===== src/rtl/mssd_frame_tx.sv =====
// Serial frame transmitter feeding the MSSD detector's single-bit input line.
// Latency: start bit on sout the cycle after start is sampled; ready returns 7+len+IDLE_GAP cycles after acceptance.
// Backpressure: ready=0 from acceptance until the idle gap ends; start while ready=0 is dropped, never queued.
//
// Frame on o_sout (MSB first per field, line idles high):
//   start(0) | dest[1:0] | len[3:0] | payload[len-1:0] | IDLE_GAP high cycles
//
// Ports:
//   i_clk      rising-edge clock
//   i_rst      synchronous reset, active-high, overrides everything
//   i_start    request strobe, taken only when o_ready=1
//   i_dest     2-bit destination, captured on acceptance
//   i_len      4-bit payload bit count (0..15), captured on acceptance
//   i_payload  15 payload bits, only [len-1:0] are sent
//   i_abort    ends the frame in flight; line returns high, full gap follows
//   o_sout     registered serial line, idles high
//   o_ready    high in IDLE, able to accept a request
//   o_busy     high while a frame bit is on o_sout
//   o_done     one-cycle pulse in the first gap cycle after a normal frame
module mssd_frame_tx #(
  parameter int IDLE_GAP = 2
) (
  input  logic        i_clk,
  input  logic        i_rst,
  input  logic        i_start,
  input  logic [1:0]  i_dest,
  input  logic [3:0]  i_len,
  input  logic [14:0] i_payload,
  input  logic        i_abort,
  output logic        o_sout,
  output logic        o_ready,
  output logic        o_busy,
  output logic        o_done
);

  // Shadow copy of the accepted request; the live inputs are never used
  // after acceptance so the requester may change them freely.
  typedef struct packed {
    logic [1:0]  dest;
    logic [3:0]  len;
    logic [14:0] payload;
  } req_t;

  typedef enum logic [2:0] {
    S_IDLE  = 3'd0,
    S_START = 3'd1,
    S_DEST  = 3'd2,
    S_LEN   = 3'd3,
    S_DATA  = 3'd4,
    S_GAP   = 3'd5
  } state_t;

  // The gap counter counts down to zero inclusive, so it is loaded with
  // one less than the number of gap cycles.
  localparam logic [3:0] GAP_LOAD = 4'(IDLE_GAP - 1);

  state_t     r_state;
  req_t       r_req;
  logic [3:0] r_cnt;
  logic       r_sout;
  logic       r_ready;
  logic       r_busy;
  logic       r_done;

  // Index of the next bit within the current field. Only consulted while
  // r_cnt is non-zero, so it never underflows when used.
  logic [3:0] w_cnt_m1;
  // Index of the first payload bit; only consulted when len is non-zero.
  logic [3:0] w_len_m1;

  assign w_cnt_m1 = r_cnt - 4'd1;
  assign w_len_m1 = r_req.len - 4'd1;

  always_ff @(posedge i_clk) begin
    if (i_rst) begin
      r_state <= S_IDLE;
      r_req   <= '0;
      r_cnt   <= 4'd0;
      r_sout  <= 1'b1;
      r_ready <= 1'b1;
      r_busy  <= 1'b0;
      r_done  <= 1'b0;
    end else begin
      r_done <= 1'b0;

      // r_busy is exactly "state in START..DATA", so it gates abort.
      if (r_busy && i_abort) begin
        r_state <= S_GAP;
        r_cnt   <= GAP_LOAD;
        r_sout  <= 1'b1;
        r_busy  <= 1'b0;
      end else begin
        case (r_state)
          S_IDLE: begin
            if (i_start) begin
              r_state       <= S_START;
              r_req.dest    <= i_dest;
              r_req.len     <= i_len;
              r_req.payload <= i_payload;
              r_sout        <= 1'b0;
              r_ready       <= 1'b0;
              r_busy        <= 1'b1;
            end
          end

          S_START: begin
            r_state <= S_DEST;
            r_cnt   <= 4'd1;
            r_sout  <= r_req.dest[1];
          end

          S_DEST: begin
            if (r_cnt == 4'd0) begin
              r_state <= S_LEN;
              r_cnt   <= 4'd3;
              r_sout  <= r_req.len[3];
            end else begin
              r_cnt  <= w_cnt_m1;
              r_sout <= r_req.dest[w_cnt_m1[0]];
            end
          end

          S_LEN: begin
            if (r_cnt != 4'd0) begin
              r_cnt  <= w_cnt_m1;
              r_sout <= r_req.len[w_cnt_m1[1:0]];
            end else if (r_req.len != 4'd0) begin
              r_state <= S_DATA;
              r_cnt   <= w_len_m1;
              r_sout  <= r_req.payload[w_len_m1];
            end else begin
              // Zero-length payload: the frame ends after the length field.
              r_state <= S_GAP;
              r_cnt   <= GAP_LOAD;
              r_sout  <= 1'b1;
              r_busy  <= 1'b0;
              r_done  <= 1'b1;
            end
          end

          S_DATA: begin
            if (r_cnt == 4'd0) begin
              r_state <= S_GAP;
              r_cnt   <= GAP_LOAD;
              r_sout  <= 1'b1;
              r_busy  <= 1'b0;
              r_done  <= 1'b1;
            end else begin
              r_cnt  <= w_cnt_m1;
              r_sout <= r_req.payload[w_cnt_m1];
            end
          end

          S_GAP: begin
            if (r_cnt == 4'd0) begin
              r_state <= S_IDLE;
              r_ready <= 1'b1;
            end else begin
              r_cnt <= w_cnt_m1;
            end
          end

          default: begin
            r_state <= S_IDLE;
            r_cnt   <= 4'd0;
            r_sout  <= 1'b1;
            r_ready <= 1'b1;
            r_busy  <= 1'b0;
          end
        endcase
      end
    end
  end

  assign o_sout  = r_sout;
  assign o_ready = r_ready;
  assign o_busy  = r_busy;
  assign o_done  = r_done;

endmodule


===== config.mk =====
export PLATFORM = sky130hd
export DESIGN_NAME = mssd_frame_tx
export DESIGN_NICKNAME = d
export VERILOG_FILES = /design/src/rtl/mssd_frame_tx.sv
export SDC_FILE = /design/constraint.sdc
export NUM_CORES = 1
export LEC_CHECK = 0
export BUFFER_PORTS_ARGS = -buffer_cell sky130_fd_sc_hd__buf_2
export CAP_MARGIN = 0
export CORE_ASPECT_RATIO = 0.75
export CORE_MARGIN = 10
export CORE_UTILIZATION = 50
export CTS_CLUSTER_SIZE = 28
export DETAILED_ROUTE_END_ITERATION = 10
export PLACE_DENSITY = 0.74
export SKIP_CTS_REPAIR_TIMING = 1
export SYNTH_ARGS = -nofsm -noshare
export SYNTH_HDL_FRONTEND = slang
export SYNTH_SLANG_ARGS = --single-unit
export TNS_END_PERCENT = 100

===== constraint.sdc =====
create_clock -name i_clk -period 2.2 [get_ports i_clk]
set_input_delay 0 -clock i_clk [delete_from_list [all_inputs] [get_ports i_clk]]
set_output_delay 0 -clock i_clk [all_outputs]
set_load 0.05 [all_outputs]

* Word-level counts from Yosys, hierarchy flattened *
Cells that the tools add are included.
W data, S select, Z words.

cells by class
  add/sub/neg operators = 2
  multiply operators = 0
  mux-type cells = 40
  equal/unequal tests = 19
  order comparisons = 4
  bitwise logic cells = 5
  divide/modulo/power cells = 0
  reductions and logical operators = 16
  shift operators = 0

operator list
  kind                   number
  $pmux W4 S6            1
  $mux W1                20
  $mux W4                5
  $mux W3                6
  $ne A3 B3 Y1 const B   6
  $pmux W3 S6            1
  $ne A2 B2 Y1 const B   8
  $reduce_and A5 Y1      3
  $lt A4 B5 Y1 const B   2
  $bmux W1 S4            2
  $reduce_bool A4 Y1     2
  $sub A4 B1 Y4 const B  2
  $eq A3 B2 Y1 const B   2
  $eq A3 B3 Y1 const B   2
  $pmux W1 S6            1
  $reduce_and A2 Y1      3
  $not A1 Y1             5
  $logic_not A4 Y1       1
  $pmux W1 S4            1
  $reduce_and A4 Y1      1
  $reduce_or A4 Y1       1
  $eq A3 B1 Y1 const B   1
  $logic_not A3 Y1       1
  $lt A2 B3 Y1 const B   1
  8 further kinds        8

word-level totals
  bits in writable memories = 0
  memory bits (read-only) = 0
  memories = 0
  input bits = 25
  bits in registers = 32
  latch bits = 0

* Longest topological paths before layout *
  depth after elaboration = 6
  depth in mapped cells = 9

* Least setup slack after synthesis *
OpenSTA, ideal clock, no wires.

  path type = register to register
  start point = register r_cnt[0]
  end point = register r_sout (netlist: o_sout)
  buffers on the path = 2
  arrival time = 2.168 ns
  setup time = 0.135 ns
  clock period less this slack = 2.304 ns
  slack = -0.104 ns
  required time = 2.065 ns
  stages on the path, launching flop included = 9
  cells stage by stage = dfxtp_1 buf_2 inv_1 ha_1 clkbuf_1 mux4_2 mux4_2 o211ai_1 o211ai_1

on the way
  word-level cells in the longest chain between the ends = 5

RTL lines
  element                              line           text
  start, declared                      59             logic [3:0] r_cnt;
  start signal, assigned               118            r_cnt <= w_cnt_m1;
  start signal, assigned               125            r_cnt <= w_cnt_m1;
  start signal, assigned               129            r_cnt <= w_len_m1;
  $sub A4 B1 Y4                        71             assign w_cnt_m1 = r_cnt - 4'd1;
  $bmux W1 S4 (tied with other cells)  150            r_sout <= r_req.payload[w_cnt_m1];
  $mux W1 (on tied branches)           150, 119, 126
  $mux W1 (on tied branches)           142, 113, 124
  $pmux W1 S6 *                        93             case (r_state)
  end signal, assigned                 109            r_sout <= r_req.dest[1];
  end signal, assigned                 116            r_sout <= r_req.len[3];
  end signal, assigned                 150
  end, declared                        60             logic r_sout;

Every way passes the cells marked *; elsewhere a longest branch is shown, timed or not. The select of a mux whose other input is x is not followed.
A chain may end at the register's enable or synchronous reset.

* Worst setup path after layout *
Ends and elaborated chain as after synthesis.

==> metrics <==
FF-to-FF End o_sout; share of cells above drive strength 1 0.2014; Clock Tree Buf Depth 2; post-synth cell types 38; #FFs+latches synth 32; P&R area growth vs syn 27.48%; clock sink count 32; post-synth top area share 0.3432; Worst-path clk slew 70 ps; status completed; Final Total Pwr around 2.7 mW; final RePlAce weighted congestion about 0.96; crit end category flip-flop; Async S/R FF share, synth 0; r2r startpoint r_cnt[0]; Adder-Cell Fraction of Synth Area 0.02681; CP startpoint kind flip-flop; Clk Tree Root Cell clkbuf_8; CTS buffer count 5; met1 Resource Use GR 0.2128; Slew @ Worst Pin 780.7 ps; H-tree depth 2; pre-CTS setup slack around 85 ps; total die area 6603 sq um; CP max FO 7; GR met3 Demand/Resource 0.05139; Fin Clk Skew 4.380 ps; CORE AREA 3637 sq um; GR Util All Layers 0.1524; delay-heaviest family, CP multiplexers; met2 Usage GRT 0.2115; CP bufs+invs 1; clock share of power 0.159; total gr overflow 0; Most used DFF post-synth dfxtp_1; CP arrival 2260 ps; worst hold stages 3; final layout net count about 310; Int Power approximately 1.5 mW; Max Clk Rate 476.1 MHz; Top-Level Pins 29; critical path type flip-flop to flip-flop; Pwr per Cell Area around 1100 nW/um^2; synth top area cells dfxtp_1 34%, nand2_1 11%, a21oi_1 9.7%; Cell Area, Synth about 1900 sq um; Most Crowded Layer GR met1; worst-case vdd ir drop 0.5643 mV; worst hold start i_abort; DR vias/cell 5.728; Synth Area in Compound Gates 0.2319; Residual DRC 0; # port buffers 28; row cnt 19; pin count of the biggest net entering global routing 27; LEAKAGE 0.8967 nW; DRT Pass-1 Iters 5; number of DRC markers in iteration 0 202; die width 90.56 um; R2R Setup Slk around 99 ps; Setup-failing EPs final 0; cell count of the worst reg-to-reg path 6; simple-gate share of the synthesized area 0.2151; shortest period the worst path allows 2101 ps; diodes inserted 0; Syn Nets 261; Hold Crit Class input port to flip-flop; combinational share of power 0.523; max incr delay on CP 480 ps; Pins Over Slew Limit 0; first-pass GRT wire length 8369 um; Yosys warnings 0; clock tree from TritonCTS built; antenna viol nets, final 0; Seq/Total Area, Yosys 0.3432; Skew-Pair Late Insertion Delay 280 ps; Psw 1.182 mW; Reg power frac 0.318; vias in the first global route between 1,500 and 2,000; filler instances 309; DP Wirelength 3617 um; Final Hold Viols 0; Post-synth EDFFs 0; XOR/XNOR Fraction of Synth Area 0.01877; Syn Inst Count about 230; switching portion of total power 0.4386; combinational family with the most area after synthesis compound AO/OA/AOI/OAI gates; Rel. slew slack 0.4755; largest area contributor in the netlist dfxtp_1; initial antenna violation count 0; Die Y 72.92 um; Final WS setup 99.43 ps; Final period util 0.9548; DRT Wirelength about 5200 um; Avg WL per Cell 15.66 um; Max-cap violations 0; Synth Area per Inst 8.047 sq um; Required @ worst endpoint 2360 ps; Initial Utilization 0.5132; Setup crit start r_cnt[0]; Slowest cell on crit path mux4_2; Hold EP o_sout; critical-path cell list inv_1 > ha_2 > mux4_2 > mux4_2 > o211ai_1 > o211ai_1; Vias 1,919; multiplexer share of the synthesized area 0.1133
-- kinds of logic (layout without fill, tap and decap cells) --
logic type | count (synthesis) | count (layout)
compound gates | 69 | 69
xor+xnor | 4 | 4
fa+ha+maj | 4 | 4
buf+inv | 23 | 74
flops | 32 | 32
mux | 11 | 11
simple gates | 89 | 89
-- sequential cells by signal, indices dropped and copies added, names as in the netlist --
register  count
o_ready       1
r_cnt         4
r_req        21
o_done        1
r_state       3
o_busy        1
o_sout        1
-- layout by cell type (no fill, tap or decap), drive strengths merged, types with 3 or more instances in the layout --
| master | instances |
|---|---|
| nand2 | 53 |
| buf | 39 |
| a21oi | 36 |
| dfxtp | 32 |
| dlygate4sd3 | 21 |
| nor2 | 10 |
| mux4 | 8 |
| inv | 7 |
| o21ai | 7 |
| nor3 | 6 |
| nand3 | 6 |
| nand2b | 5 |
| clkbuf | 5 |
| a32oi | 4 |
| ha | 4 |
| nor3b | 3 |
| a221oi | 3 |
| xor2 | 3 |
| o211ai | 3 |
-- final cells by class --
type | instances | area, sq um | area share
multi-input combinational | 177 | 1134 | 0.4763
clock buffer | 5 | 68.82 | 0.02892
inverter | 7 | 26.28 | 0.01104
tap | 52 | 65.06 | 0.02734
sequential | 32 | 640.6 | 0.2692
timing repair buffer | 60 | 432.9 | 0.1819
clock inverter | 2 | 12.51 | 0.005258
-- how the worst max path moves through the flow --
stage,slack (ps),to,cells after the start
3_3_place_gp,150,o_sout,7
6_report,100,o_sout,6
4_1_cts,70,o_sout,6
3_5_place_dp,80,o_sout,6
2_1_floorplan,20,o_sout,8
5_1_grt,-3,o_sout,6
-- metrics by stage --
step	util	hold slack [ps]	std cells	TNS [ps]	instance area, sq um
finish	0.6543	42.65	335	0	2380
floorplan	-	136.0	232	0	1868
global placement	0.5734	240.1	307	0	2086
global route	0.6543	56.32	335	-2.910	2380
detailed placement	0.5734	245.9	307	0	2086
CTS	0.5958	-62.77	314	0	2167
-- tightest hold or removal path: stages --
cell and delay [ps]:
buf_2 130, a21oi_1 80, o211ai_1 80
-- layer usage --
| layer | routed length [um] | vias up |
|---|---|---|
| met5 | 0 | - |
| met3 | 558 | 13 |
| met4 | 77 | 0 |
| met1 | 2392 | 863 |
| met2 | 2217 | 108 |
| li1 | - | 935 |
-- synthesized netlist by cell type (all sizes together), types with 2 or more instances --
library cell,count
a21oi,36
mux2i,2
a2111oi,2
nand3,6
o211ai,3
o21ai,7
a21o,2
nor3,6
nand2,53
buf,7
a32oi,4
nand2b,5
clkbuf,9
dfxtp,32
a211oi,2
inv,7
nand3b,2
xor2,3
nor3b,3
ha,4
o21a,2
a221oi,3
mux4,8
nor2,10
-- power by group through the flow --
stage / logic, mW / clock network (mW) / registers (mW)
2_1_floorplan: 0.954 / 0 / 0.871
3_3_place_gp: 1.33 / 0 / 0.861
3_5_place_dp: 1.34 / 0 / 0.859
4_1_cts: 1.34 / 0.440 / 0.848
5_1_grt: 1.55 / 0.459 / 0.871
6_report: 1.41 / 0.429 / 0.857
Power figures use the tool's default switching activity.
